**src/rtl/carwash_pkg.sv**
```systemverilog
// Shared carwash constants: default timer parameters and the controller state encoding.
package carwash_pkg;

  localparam int PRESCALE_DEF = 1000;
  localparam int T1_TICKS_DEF = 30;
  localparam int T2_TICKS_DEF = 10;

  typedef enum logic [2:0] {
    S0 = 3'd0,
    S1 = 3'd1,
    S2 = 3'd2,
    S3 = 3'd3,
    S4 = 3'd4
  } carwash_state_e;

endpackage

```
**src/rtl/carwash_interval_timer.sv**
```systemverilog
// Self-prescaled interval timer: sticky done flag raised PRESCALE*TICKS counting
// cycles after the level clear is released; saturates after expiry.
module carwash_interval_timer
  import carwash_pkg::*;
#(
  parameter int PRESCALE = PRESCALE_DEF,
  parameter int TICKS    = T1_TICKS_DEF
) (
  input  logic clk,
  input  logic CLR,
  input  logic clr_i,
  input  logic freeze_i,
  output logic done_o
);

  localparam int PW = (PRESCALE > 1) ? $clog2(PRESCALE) : 1;
  localparam int CW = $clog2(TICKS + 1);
  localparam logic [PW-1:0] PRE_LAST = PW'(PRESCALE - 1);
  localparam logic [CW-1:0] CNT_LAST = CW'(TICKS - 1);

  if (PRESCALE < 1 || TICKS < 1) begin : g_param_check
    $error("carwash_interval_timer: PRESCALE and TICKS must both be >= 1");
  end

  logic [PW-1:0] pre_q, pre_d;
  logic [CW-1:0] cnt_q, cnt_d;
  logic          done_q, done_d;

  always_comb begin
    pre_d  = pre_q;
    cnt_d  = cnt_q;
    done_d = done_q;
    if (clr_i) begin
      pre_d  = '0;
      cnt_d  = '0;
      done_d = 1'b0;
    end else if (!freeze_i && !done_q) begin
      // Once done is set all count state holds, so the counter never wraps.
      if (pre_q == PRE_LAST) begin
        pre_d = '0;
        cnt_d = cnt_q + 1'b1;
        if (cnt_q == CNT_LAST) begin
          done_d = 1'b1;
        end
      end else begin
        pre_d = pre_q + 1'b1;
      end
    end
  end

  always_ff @(posedge clk) begin
    if (CLR) begin
      pre_q  <= '0;
      cnt_q  <= '0;
      done_q <= 1'b0;
    end else begin
      pre_q  <= pre_d;
      cnt_q  <= cnt_d;
      done_q <= done_d;
    end
  end

  assign done_o = done_q;

endmodule

```
**src/rtl/carwash_timers.sv**
```systemverilog
// Spray (T1) and rinse (T2) interval timers for the carwash controller; wiring only.
module carwash_timers
  import carwash_pkg::*;
#(
  parameter int PRESCALE = PRESCALE_DEF,
  parameter int T1_TICKS = T1_TICKS_DEF,
  parameter int T2_TICKS = T2_TICKS_DEF
) (
  input  logic clk,
  input  logic CLR,
  input  logic CLRT1,
  input  logic CLRT2,
  input  logic FREEZE,
  output logic T1DONE,
  output logic T2DONE
);

  carwash_interval_timer #(
    .PRESCALE (PRESCALE),
    .TICKS    (T1_TICKS)
  ) u_t1_spray (
    .clk      (clk),
    .CLR      (CLR),
    .clr_i    (CLRT1),
    .freeze_i (FREEZE),
    .done_o   (T1DONE)
  );

  carwash_interval_timer #(
    .PRESCALE (PRESCALE),
    .TICKS    (T2_TICKS)
  ) u_t2_rinse (
    .clk      (clk),
    .CLR      (CLR),
    .clr_i    (CLRT2),
    .freeze_i (FREEZE),
    .done_o   (T2DONE)
  );

endmodule

```
**config.mk**
```make
export PLATFORM = sky130hd
export DESIGN_NAME = carwash_timers
export DESIGN_NICKNAME = d
export VERILOG_FILES = /design/src/rtl/carwash_pkg.sv /design/src/rtl/carwash_interval_timer.sv /design/src/rtl/carwash_timers.sv
export SDC_FILE = /design/constraint.sdc
export NUM_CORES = 1
export LEC_CHECK = 0
export BUFFER_PORTS_ARGS = -buffer_cell sky130_fd_sc_hd__buf_2
export CAP_MARGIN = 20
export CORE_ASPECT_RATIO = 1.4
export CORE_UTILIZATION = 59
export CTS_CLUSTER_DIAMETER = 100
export DETAILED_ROUTE_END_ITERATION = 8
export GPL_TIMING_DRIVEN = 1
export PLACE_DENSITY = 0.77
export SLEW_MARGIN = 0
export SYNTH_ARGS = -nofsm -noshare
export SYNTH_HDL_FRONTEND = slang
export SYNTH_SLANG_ARGS = --single-unit
```
**constraint.sdc**
```tcl
create_clock -name clk -period 2.1 [get_ports clk]
set_input_delay 0.105 -clock clk [delete_from_list [all_inputs] [get_ports clk]]
set_output_delay 0.105 -clock clk [all_outputs]
set_load 0.02 [all_outputs]
```
==> PnR_summary.wiki, run 1 <==
{| class="wikitable"
! Metric !! Value
|-
| Nets in the synthesized netlist || between 150 and 200
|-
| Clock transition at the register clock pins on the worst setup and hold paths after CTS || approximately 0.10 ns
|-
| Unique masters post-synth || 38
|-
| Critical Setup Path Class || reg2reg
|-
| Total negative slack || 0 ns
|-
| IO buf count || 6
|-
| Number of hold-slack violations in the final timing report || 0
|-
| Data arrival time of the worst path || 1.89 ns
|-
| Cell at the root of the clock tree || clkbuf_4
|-
| Least setup slack across all paths after layout || 0.484 ns
|-
| Number of antenna violations at the first check in global routing || 0
|-
| Number of buffers added by the clock tree synthesis step || 5
|-
| Remaining Overflow, GRT || 0
|-
| Total of flip-flops plus latches after synthesis || 31
|-
| Final period demand of the worst path || ~1.6 ns
|-
| Net total in the final layout || about 180
|-
| Share of synthesized flip-flops with an asynchronous set or reset || 0%
|-
| Total wirelength of the detailed-routed design || 2710 um
|-
| Signed area change from the synthesized netlist to the final layout || 7.44%
|-
| Least-Margin Pin Slew || 0.511 ns
|-
| Register Area || 621 sq um
|-
| Top cell type's share of synthesized area || 42.4%
|-
| Inserted Diodes || 0
|-
| Leading post-synthesis cells by instance count || 31 x dfxtp_1, 29 x nor2_1, 15 x nand2_1
|-
| Post-cts repair resize count || 0
|-
| Gate Count Post-Synth || around 160
|-
| Fill count || 211
|-
| CTS sink cnt || 31
|-
| Most used flip-flop cell after synthesis || dfxtp_1
|-
| CP max stage delay || 0.40 ns
|-
| # H-tree levels || 2
|-
| Ports || 7
|-
| Setup WS pre-CTS || 0.508 ns
|-
| Largest voltage drop on the vdd net || 0.538 mV
|-
| Gpl congestion || 0.790
|-
| Final standard cell utilization of the core || 66.5%
|-
| Detailed-route via count || ~1100
|-
| Via density || 5.84
|-
| Core Rows || 21
|-
| First-pass GRT wire length || roughly 4400 um
|-
| Kind of end point of the critical path || register
|-
| Antenna viol nets, final || 0
|-
| Tightest Hold Check Type || in2reg
|-
| Cell type with the largest total area after synthesis || dfxtp_1
|-
| Worst-case clock skew || 0.0149 ns
|-
| Number of remaining DRC errors || 0
|-
| Post-CTS setup buffers || 0
|-
| Synthesis Warnings || 0
|-
| Share of cells above drive strength 1 || 12.8%
|-
| Max Transition Viols Final || 0
|-
| Die height || 60.9 um
|-
| Routed wire per std cell || 13.9 um
|-
| Multi-input gate area || 816 sq um
|-
| Number of detailed-route iterations in the first pass || 6
|-
| Width of the die || 44.1 um
|-
| RSZ-0062 raised after global routing || false
|-
| Largest driver fanout on the critical path || 6
|-
| P per Cell Area || 647 nW/um^2
|-
| Element type at the critical path start || register
|-
| Post-Place Cells || approximately 190
|-
| Number of enable flip-flop cells after synthesis || 0
|-
| Maximum capacitance violations || 0
|-
| Starting utilization of the core area || 61.9%
|-
| Critical path cell sequence || ha_1, and4bb_2, nand3_2, or3_1, a21oi_1
|-
| FF-to-FF setup slack || 0.48 ns
|-
| Vias in the first global route || 1094
|-
| Number of buffers on the longest clock path || 2
|-
| Seq/Total Area, Yosys || 42.4%
|-
| Mapped cell area || 1460 sq um
|-
| Overall track demand over capacity in global routing || between 20% and 30%
|-
| Die area || 2680 sq um
|-
| Slowest CP cell || dfxtp_1
|-
| Required @ worst endpoint || 2.37 ns
|-
| Static power due to leakage || 0.535 nW
|-
| Fin area || ~1600 sq um
|-
| Core region area || 2360 sq um
|-
| Most numerous cell in the Yosys netlist || dfxtp_1
|-
| TritonCTS clock tree || yes
|-
| Final Cycle Share || 76.9%
|-
| Non-filler instance count after layout || ~200
|-
| Initial detailed-routing violation count || 30
|-
| Run status || complete, no violations
|-
| Max frequency || 619 MHz
|-
| Pin count of the biggest net entering global routing || 13
|-
| Ranking of synthesized cells by area || dfxtp_1 42%, nor2_1 7.4%, xor2_1 7.2%, ha_1 5.1%, xnor2_1 4.8%
|-
| Setup violators final || 0
|-
| Post-CTS Hold Fix Bufs || 0
|-
| Clk_lat worst skew || 0.33 ns
|-
| Worst rel slew slack || between 60 and 70%
|-
| HPWL after detailed placement || 2000 um
|-
| Post-place instance area || 1500 sq um
|-
| Mean Syn Cell Area || 9.08 sq um
|}
-- sequential cells by signal (all words and copies together), names as in the netlist --
signal             count
u_t1_spray.cnt_q       5
u_t1_spray.pre_q      10
u_t2_rinse.cnt_q       4
u_t2_rinse.pre_q      10
u_t2_rinse.done_o      1
u_t1_spray.done_o      1
-- report_power, final --
group	leakage, nW	total (mW)	switching (mW)	internal [mW]
clock network	0.0386	0.396	0.199	0.197
logic	0.246	0.0282	0.0182	0.00999
registers	0.250	0.593	0.00267	0.590
total	0.535	1.02	0.220	0.797
-- through the flow --
| step | power [mW] | hold slack, ns |
|---|---|---|
| detailed placement | 0.635 | 0.428 |
| finish | 1.02 | 0.0746 |
| floorplan | 0.628 | 0.292 |
| global placement | 0.634 | 0.410 |
| CTS | 1.03 | 0.0631 |
| global route | 1.06 | 0.0775 |
-- final cells by class --
type                            instances  share of cell area (%)
Inverter                                2                   0.478
Tap cell                               23                    1.83
Timing Repair Buffer                    6                    1.91
Sequential cell                        31                    39.5
Clock buffer                            8                    4.38
Multi-Input combinational cell        125                    51.9
-- cells in the final DEF (no fill, tap or decap), types with 3 or more instances in the layout --
| cell type | n |
|---|---|
| buf_2 | 6 |
| nand3_1 | 6 |
| a21oi_1 | 5 |
| nand2_1 | 15 |
| o21ai_0 | 5 |
| nand4_1 | 6 |
| dfxtp_1 | 31 |
| and3_1 | 4 |
| or3_1 | 3 |
| nor2_1 | 29 |
| xnor2_1 | 8 |
| ha_1 | 6 |
| clkbuf_4 | 5 |
| xor2_1 | 12 |
-- worst paths after layout --
path,startpoint,to,depth (start not counted)
worst min-delay path,CLRT2,u_t2_rinse.done_o$_SDFFE_PP0P_,3
worst max-delay path,u_t1_spray.pre_q[0]$_SDFFE_PP0P_,u_t1_spray.cnt_q[4]$_SDFFE_PP0P_,5
worst max register to register,u_t1_spray.pre_q[0]$_SDFFE_PP0P_,u_t1_spray.cnt_q[4]$_SDFFE_PP0P_,5
worst min register to register,u_t2_rinse.cnt_q[3]$_SDFFE_PP0P_,u_t2_rinse.cnt_q[3]$_SDFFE_PP0P_,2
-- logic make-up (layout without fill, tap and decap cells) --
group | count (synthesis) | count (layout) | synth area share [%]
XOR/XNOR | 20 | 20 | 12.0
adder cells (fa/ha/maj) | 6 | 6 | 5.13
buffers and inverters | 5 | 16 | 1.80
AND/OR/NAND/NOR | 82 | 82 | 31.5
flip-flops | 31 | 31 | 42.4
multiplexers | 1 | 1 | 0.684
AO/OA/AOI/OAI | 16 | 16 | 6.50
-- critical path, delay by kind of cell, from the launching register on --
family | cells | cell delay [ns]
AO/OA/AOI/OAI | 1 | 0.14
flip-flops | 1 | 0.40
adder cells (fa/ha/maj) | 1 | 0.22
AND/OR/NAND/NOR | 3 | 0.78
-- routing by layer --
layer	up-vias	GRT usage, %	routed length (um)
met1	530	21.2	1110
met5	-	0	0
met3	9	5.06	74
met4	0	15.6	83
li1	580	-	-
met2	19	43.5	1440
(Power assumes the default switching activity.)
==> inputs of run 2 (changes only) <==
ABC_AREA = 1   (was not set)
CORE_UTILIZATION = 60   (was 59)
PLACE_DENSITY = 0.78   (was 0.77)
clock period = 1.65 ns   (was 2.1 ns; I/O delays follow)
==> PnR_summary.wiki, run 2 <==
{| class="wikitable"
! Metric !! Value
|-
| Run status || complete, no violations
|-
| Unique masters post-synth || 24 (-37%)
|-
| Net total in the final layout || 245 (+35%)
|-
| Ranking of synthesized cells by area || dfxtp_1 39%, nand2_1 11%, nor2_1 7.7%, inv_1 6.1%, nand3_1 5.6%
|-
| Number of buffers on the longest clock path || 2 (unchanged)
|-
| Most common cell after layout, fill and taps aside || nand2_1
|-
| Largest driver fanout on the critical path || 5 (-1)
|-
| Maximum capacitance violations || 0 (unchanged)
|-
| RSZ-0062 raised after global routing || false
|-
| Cell type with the largest total area after synthesis || dfxtp_1
|-
| Tightest Hold Check Type || in2reg
|-
| Setup violators final || 0 (unchanged)
|-
| Number of enable flip-flop cells after synthesis || 0 (unchanged)
|-
| Ports || 7 (unchanged)
|-
| Number of antenna violations at the first check in global routing || 0 (unchanged)
|-
| Clock transition at the register clock pins on the worst setup and hold paths after CTS || 0.10 ns (about the same)
|-
| CTS sink cnt || 31 (unchanged)
|-
| Core Rows || 21 (unchanged)
|-
| Static power due to leakage || 0.683 nW (+28%)
|-
| Die area || 2880 sq um (+7.3%)
|-
| TritonCTS clock tree || yes
|-
| P per Cell Area || 812 nW/um^2 (+26%)
|-
| Post-CTS Hold Fix Bufs || 0 (unchanged)
|-
| Number of hold-slack violations in the final timing report || 0 (unchanged)
|-
| Pin count of the biggest net entering global routing || 11 (-2)
|-
| CP max stage delay || 0.41 ns (about the same)
|-
| # H-tree levels || 2 (unchanged)
|-
| Largest voltage drop on the vdd net || 0.649 mV (+21%)
|-
| HPWL after detailed placement || 2380 um (+19%)
|-
| Critical path cell sequence || ha_1, nand2_1, inv_1, nand2_2, nor3b_4, nand2_1, nand2_1, a21oi_1
|-
| Initial detailed-routing violation count || 34 (+13%)
|-
| Vias in the first global route || 1375 (+26%)
|-
| Post-place instance area || 1680 sq um (+11%)
|-
| Most used flip-flop cell after synthesis || dfxtp_1
|-
| Most numerous cell in the Yosys netlist || nand2_1
|-
| Worst rel slew slack || 74.4% (+8.5 points)
|-
| Starting utilization of the core area || 64.8% (+2.9 points)
|-
| Element type at the critical path start || register
|-
| Mean Syn Cell Area || 7.24 sq um (-20%)
|-
| Number of detailed-route iterations in the first pass || 4 (-2)
|-
| Seq/Total Area, Yosys || 38.8% (-3.6 points)
|-
| Cell family contributing the most delay on the critical path || simple AND/OR/NAND/NOR gates
|-
| Via density || 5.24 (-10%)
|-
| Cell seen most often among critical-path stages || nand2_1
|-
| IO buf count || 6 (unchanged)
|-
| Required @ worst endpoint || 1.89 ns (-0.48 ns)
|-
| Remaining Overflow, GRT || 0 (unchanged)
|-
| Total wirelength of the detailed-routed design || 3100 um (+14%)
|-
| Least-Margin Pin Slew || 0.383 ns (-0.128 ns)
|-
| Core region area || 2470 sq um (+4.4%)
|-
| Synthesis Warnings || 0 (unchanged)
|-
| Final Cycle Share || 88.1% (+11 points)
|-
| Critical Setup Path Class || reg2reg
|-
| Data arrival time of the worst path || 1.69 ns (-0.20 ns)
|-
| Nets in the synthesized netlist || 232 (+35%)
|-
| Width of the die || 45.6 um (+3.6%)
|-
| Total negative slack || 0 ns (unchanged)
|-
| Die height || 63.1 um (+3.6%)
|-
| Number of buffers added by the clock tree synthesis step || 5 (unchanged)
|-
| Inserted Diodes || 0 (unchanged)
|-
| Routed wire per std cell || 11.5 um (-17%)
|-
| First-pass GRT wire length || 5250 um (+19%)
|-
| Mapped cell area || 1600 sq um (+9.4%)
|-
| Top cell type's share of synthesized area || 38.8% (-3.6 points)
|-
| Signed area change from the synthesized netlist to the final layout || 10.2%
|-
| Leading post-synthesis cells by instance count || 47 x nand2_1, 33 x nor2_1, 31 x dfxtp_1
|-
| Cell at the root of the clock tree || clkbuf_4
|-
| Clk_lat worst skew || 0.34 ns (about the same)
|-
| Overall track demand over capacity in global routing || 25.0% (+2.0 points)
|-
| Share of synthesized flip-flops with an asynchronous set or reset || 0% (unchanged)
|-
| Final period demand of the worst path || 1.45 ns (-0.162 ns)
|-
| Slowest CP cell || dfxtp_1
|-
| Number of buffer and inverter stages on the critical path || 1 (+1)
|-
| Number of remaining DRC errors || 0 (unchanged)
|-
| Fin area || 1760 sq um (+12%)
|-
| Max frequency || 688 MHz (+11%)
|-
| Commonest non-fill, non-tap cells in the layout || 46 x nand2_1, 33 x nor2_1, 31 x dfxtp_1, 26 x inv_1, 18 x nand3_1
|-
| Worst-case clock skew || 0.0105 ns (-0.00438 ns)
|-
| Gate Count Post-Synth || 221 (+37%)
|-
| Antenna viol nets, final || 0 (unchanged)
|-
| Max Transition Viols Final || 0 (unchanged)
|-
| Fill count || 216 (+2.4%)
|-
| Gpl congestion || 0.838 (+6.1%)
|-
| Total of flip-flops plus latches after synthesis || 31 (unchanged)
|-
| Detailed-route via count || 1409 (+24%)
|-
| Share of cells above drive strength 1 || 14.0% (+1.3 points)
|-
| Kind of end point of the critical path || register
|-
| Largest registers || u_t1_spray.pre_q x10, u_t2_rinse.pre_q x10, u_t1_spray.cnt_q x5
|}
run 2: changes by cell type in the layout (fill, tap and decap cells not counted), moves of 4 or more:
cell,previous run,this run
nand2_2,0,4
a21oi_1,5,14
nand3_1,6,18
inv_1,2,26
xnor2_1,8,4
nor3_1,2,7
nand2_1,15,46
xor2_1,12,5
nor2_2,0,5
o21ai_0,5,1
nor2_1,29,33
run 2: where the power goes:
part	switching [mW]	total [mW]	internal [mW]
clock network	0.270	0.627	0.358
registers	0.00415	0.756	0.752
logic	0.0346	0.0497	0.0152
run 2: final timing paths:
kind	slack (ns)	endpoint	startpoint	cells past startpoint
setup reg to reg	0.20	u_t2_rinse.cnt_q[1]$_SDFFE_PP0P_	u_t2_rinse.pre_q[0]$_SDFFE_PP0P_	8
setup / recovery	0.20	u_t2_rinse.cnt_q[1]$_SDFFE_PP0P_	u_t2_rinse.pre_q[0]$_SDFFE_PP0P_	8
hold reg to reg	0.48	u_t2_rinse.cnt_q[3]$_SDFFE_PP0P_	u_t2_rinse.cnt_q[3]$_SDFFE_PP0P_	2
hold / removal	0.05	u_t1_spray.pre_q[0]$_SDFFE_PP0P_	CLRT1	4
run 2: worst reg2reg max path, stage by stage (launching register included):
cell and delay, ns:
dfxtp_1 0.41, ha_1 0.19, nand2_1 0.08, inv_1 0.07
nand2_2 0.10, nor3b_4 0.30, nand2_1 0.09, nand2_1 0.07
a21oi_1 0.04
run 2: timing repair:
item / CTS / global route
buffers inserted: 0 / 0
gates resized for setup: 0 / 1
setup endpoints to repair: 0 / 1
run 2: layer usage:
metal | vias up | part of all wire (%) | track usage, %
li1 | 737 | - | -
met5 | - | 0 | 0
met4 | 0 | 2.8 | 13.6
met2 | 19 | 51 | 43.6
met1 | 645 | 43 | 25.0
met3 | 8 | 3.1 | 6.88
run 2: kinds of logic (layout without fill, tap and decap cells):
| logic type | after synthesis | after routing | share of synthesized area [%] |
|---|---|---|---|
| AND/OR/NAND/NOR | 131 | 131 | 39.5 |
| adder cells (fa/ha/maj) | 6 | 6 | 4.69 |
| AO/OA/AOI/OAI | 17 | 17 | 5.71 |
| flip-flops | 31 | 31 | 38.8 |
| buffers and inverters | 27 | 41 | 6.41 |
| XOR/XNOR | 9 | 9 | 4.93 |
run 2: metrics by stage:
stage / worst slack [ns] / hold WS [ns] / util (%) / std cells / total power, mW
6_report: 0.196 / 0.0477 / 71.4 / 269 / 1.43
5_1_grt: 0.0342 / 0.0514 / 71.4 / 269 / 1.49
2_1_floorplan: 0.360 / 0.273 / - / 221 / 0.805
3_3_place_gp: 0.263 / 0.388 / 67.8 / 261 / 0.819
3_5_place_dp: 0.145 / 0.395 / 67.8 / 261 / 0.822
4_1_cts: 0.135 / 0.0224 / 71.3 / 269 / 1.45
run 2: layout make-up:
| cell class | count | area (sq um) | area share (%) |
|---|---|---|---|
| clock buffers | 6 | 51.3 | 2.91 |
| clock inverters | 2 | 35.0 | 1.99 |
| inverters | 26 | 97.6 | 5.53 |
| multi-input cells | 163 | 880 | 49.9 |
| flip-flops and latches | 31 | 621 | 35.2 |
| well taps | 34 | 42.5 | 2.41 |
| repair buffers | 7 | 37.5 | 2.13 |
==> inputs of run 3 (changes only) <==
ABC_AREA = not set   (was 1)
CORE_UTILIZATION = 59   (was 60)
PLACE_DENSITY = 0.77   (was 0.78)
clock period = 1.5 ns   (was 1.65 ns; I/O delays follow)
==> PnR_summary.wiki, run 3 (synthesized netlist as in run 1, its figures left out) <==
{| class="wikitable"
! Metric !! Value
|-
| Largest voltage drop on the vdd net || 0.742 mV (+14%)
|-
| Number of buffers on the longest clock path || 2 (unchanged)
|-
| Multi-input gate area || 842 sq um (-4.3%)
|-
| Core Rows || 21 (unchanged)
|-
| TritonCTS clock tree || yes
|-
| Antenna viol nets, final || 0 (unchanged)
|-
| Origin of the critical flop-to-flop path || u_t2_rinse.pre_q[0]$_SDFFE_PP0P_
|-
| IO buf count || 6 (unchanged)
|-
| RSZ-0062 raised after global routing || true
|-
| Register Area || 626 sq um (+0.81%)
|-
| Number of antenna violations at the first check in global routing || 0 (unchanged)
|-
| Vias in the first global route || 1178 (-14%)
|-
| Number of detailed-route iterations in the first pass || 6 (+2)
|-
| Via density || 5.81 (+11%)
|-
| Kind of end point of the critical path || register
|-
| # H-tree levels || 2 (unchanged)
|-
| Worst-case reg-to-reg path depth || 5 (-3)
|-
| Critical Setup Path Class || reg2reg
|-
| Core region area || 2360 sq um (-4.3%)
|-
| Static power due to leakage || 0.598 nW (-12%)
|-
| Number of remaining DRC errors || 0 (unchanged)
|-
| Inserted Diodes || 0 (unchanged)
|-
| Number of buffers added by the clock tree synthesis step || 5 (unchanged)
|-
| Die height || 60.9 um (-3.5%)
|-
| Final period demand of the worst path || 1.45 ns (-0.00414 ns)
|-
| Share of cells above drive strength 1 || 22.1% (+8.1 points)
|-
| Tightest Hold Check Type || in2reg
|-
| Hold Path Origin || CLRT2
|-
| Overall track demand over capacity in global routing || 24.4% (-0.54 points)
|-
| Final Cycle Share || 96.6% (+8.5 points)
|-
| Starting utilization of the core area || 61.9% (-2.9 points)
|-
| Gpl congestion || 0.828 (-1.1%)
|-
| Initial detailed-routing violation count || 23 (-32%)
|-
| Run status || complete, no violations
|-
| Worst rel slew slack || 80.0% (+5.6 points)
|-
| First-pass GRT wire length || 4690 um (-11%)
|-
| Total wirelength of the detailed-routed design || 2900 um (-6.4%)
|-
| Largest driver fanout on the critical path || 5 (unchanged)
|-
| Hold path cells || 3 (-1)
|-
| HPWL after detailed placement || 2150 um (-9.5%)
|-
| Critical R2R Capture || u_t2_rinse.cnt_q[3]$_SDFFE_PP0P_
|-
| Ports || 7 (unchanged)
|-
| Pin count of the biggest net entering global routing || 13 (+2)
|-
| Setup violators final || 0 (unchanged)
|-
| Non-filler instance count after layout || 204 (-24%)
|-
| Number of hold-slack violations in the final timing report || 0 (unchanged)
|-
| Required @ worst endpoint || 1.77 ns (-0.12 ns)
|-
| Width of the die || 44.1 um (-3.4%)
|-
| Element type at the critical path start || register
|-
| FF-to-FF setup slack || 0.05 ns (-0.15 ns)
|-
| Cell at the root of the clock tree || clkbuf_4
|-
| Post-Place Cells || 196 (-25%)
|-
| Max frequency || 690 MHz (+0.29%)
|-
| Min-Delay Endpoint || u_t2_rinse.done_o$_SDFFE_PP0P_
|-
| Pwr Total || 1.37 mW (-4.1%)
|-
| Remaining Overflow, GRT || 0 (unchanged)
|-
| Most common cell after layout, fill and taps aside || nor2_1
|-
| Post-CTS Hold Fix Bufs || 0 (unchanged)
|-
| Commonest non-fill, non-tap cells in the layout || 29 x nor2_1, 27 x dfxtp_1, 15 x nand2_1, 12 x xor2_1, 10 x buf_4
|-
| Signed area change from the synthesized netlist to the final layout || 13.9%
|-
| Worst-case clock skew || 0.0138 ns (+0.00322 ns)
|-
| Die area || 2680 sq um (-6.8%)
|-
| P per Cell Area || 825 nW/um^2 (+1.6%)
|-
| Max Transition Viols Final || 0 (unchanged)
|-
| Net total in the final layout || 192 (-22%)
|-
| Maximum capacitance violations || 0 (unchanged)
|-
| Clock transition at the register clock pins on the worst setup and hold paths after CTS || 0.10 ns (about the same)
|-
| Clk_lat worst skew || 0.34 ns (about the same)
|-
| CTS sink cnt || 31 (unchanged)
|-
| Data arrival time of the worst path || 1.72 ns (+0.03 ns)
|-
| Least-Margin Pin Slew || 0.297 ns (-0.0858 ns)
|-
| Routed wire per std cell || 14.2 um (+23%)
|-
| Fill count || 201 (-6.9%)
|-
| Largest registers || u_t1_spray.pre_q x10, u_t2_rinse.pre_q x10, u_t1_spray.cnt_q x5
|-
| Detailed-route via count || 1186 (-16%)
|}
==> run 3: critical path, stage by stage, from the launching register on <==
cell and delay (ns):
dfxtp_2 0.36, ha_2 0.19, and4bb_4 0.25, nand3_4 0.10, or3_1 0.36, a21oi_1 0.12
==> run 3: worst max path at each step <==
stage / start / end / slack (ns) / cells after the start
after floorplan: u_t1_spray.pre_q[0]$_SDFFE_PP0P_ / u_t1_spray.cnt_q[4]$_SDFFE_PP0P_ / 0.04 / 5
after global placement: u_t2_rinse.done_o$_SDFFE_PP0P_ / u_t2_rinse.pre_q[9]$_SDFFE_PP0P_ / 0.06 / 4
after detailed placement: u_t1_spray.pre_q[0]$_SDFFE_PP0P_ / u_t1_spray.cnt_q[4]$_SDFFE_PP0P_ / 0.005 / 5
after CTS: u_t1_spray.pre_q[1]$_SDFFE_PP0P_ / u_t1_spray.cnt_q[4]$_SDFFE_PP0P_ / 0.002 / 5
after global routing: u_t2_rinse.pre_q[0]$_SDFFE_PP0P_ / u_t2_rinse.cnt_q[3]$_SDFFE_PP0P_ / -0.03 / 5
final: u_t2_rinse.pre_q[0]$_SDFFE_PP0P_ / u_t2_rinse.cnt_q[3]$_SDFFE_PP0P_ / 0.05 / 5
==> run 3: area by class of cell <==
type,count,area share [%]
clock inverter,1,0.301
timing repair buffer,16,6.31
inverter,2,0.451
multi-input combinational,125,50.6
clock buffer,6,3.08
tap,23,1.73
sequential,31,37.6
==> run 3: where the power goes <==
| group | internal (mW) | switching, mW |
|---|---|---|
| sequential | 0.827 | 0.00360 |
| clock | 0.217 | 0.282 |
| combinational | 0.0177 | 0.0277 |
==> run 3: metrics by stage <==
stage	TNS, ns	setup slack [ns]	cell area [sq um]	utilization, %	hold WS (ns)
2_1_floorplan	0	0.0386	1460	-	0.262
3_3_place_gp	0	0.0567	1570	66.4	0.383
3_5_place_dp	0	0.00451	1570	66.4	0.391
4_1_cts	0	0.00153	1640	69.5	0.0241
5_1_grt	-0.0326	-0.0326	1670	70.4	0.0485
6_report	0	0.0504	1670	70.4	0.0390
==> run 3: repair_timing <==
action | 4_1_cts | 5_1_grt
endpoints found under the setup margin | 2 | 13
resized for setup | 3 | 8
pin swaps | 1 | 5
setup buffers | 1 | 0
gates cloned | 0 | 0
==> run 3: metal layers <==
metal / vias up / global-route usage [%] / wire length (um)
li1: 600 / - / -
met1: 552 / 21.5 / 1140
met2: 23 / 44.7 / 1560
met3: 11 / 8.04 / 92
met4: 0 / 18.6 / 103
met5: - / 0 / 0
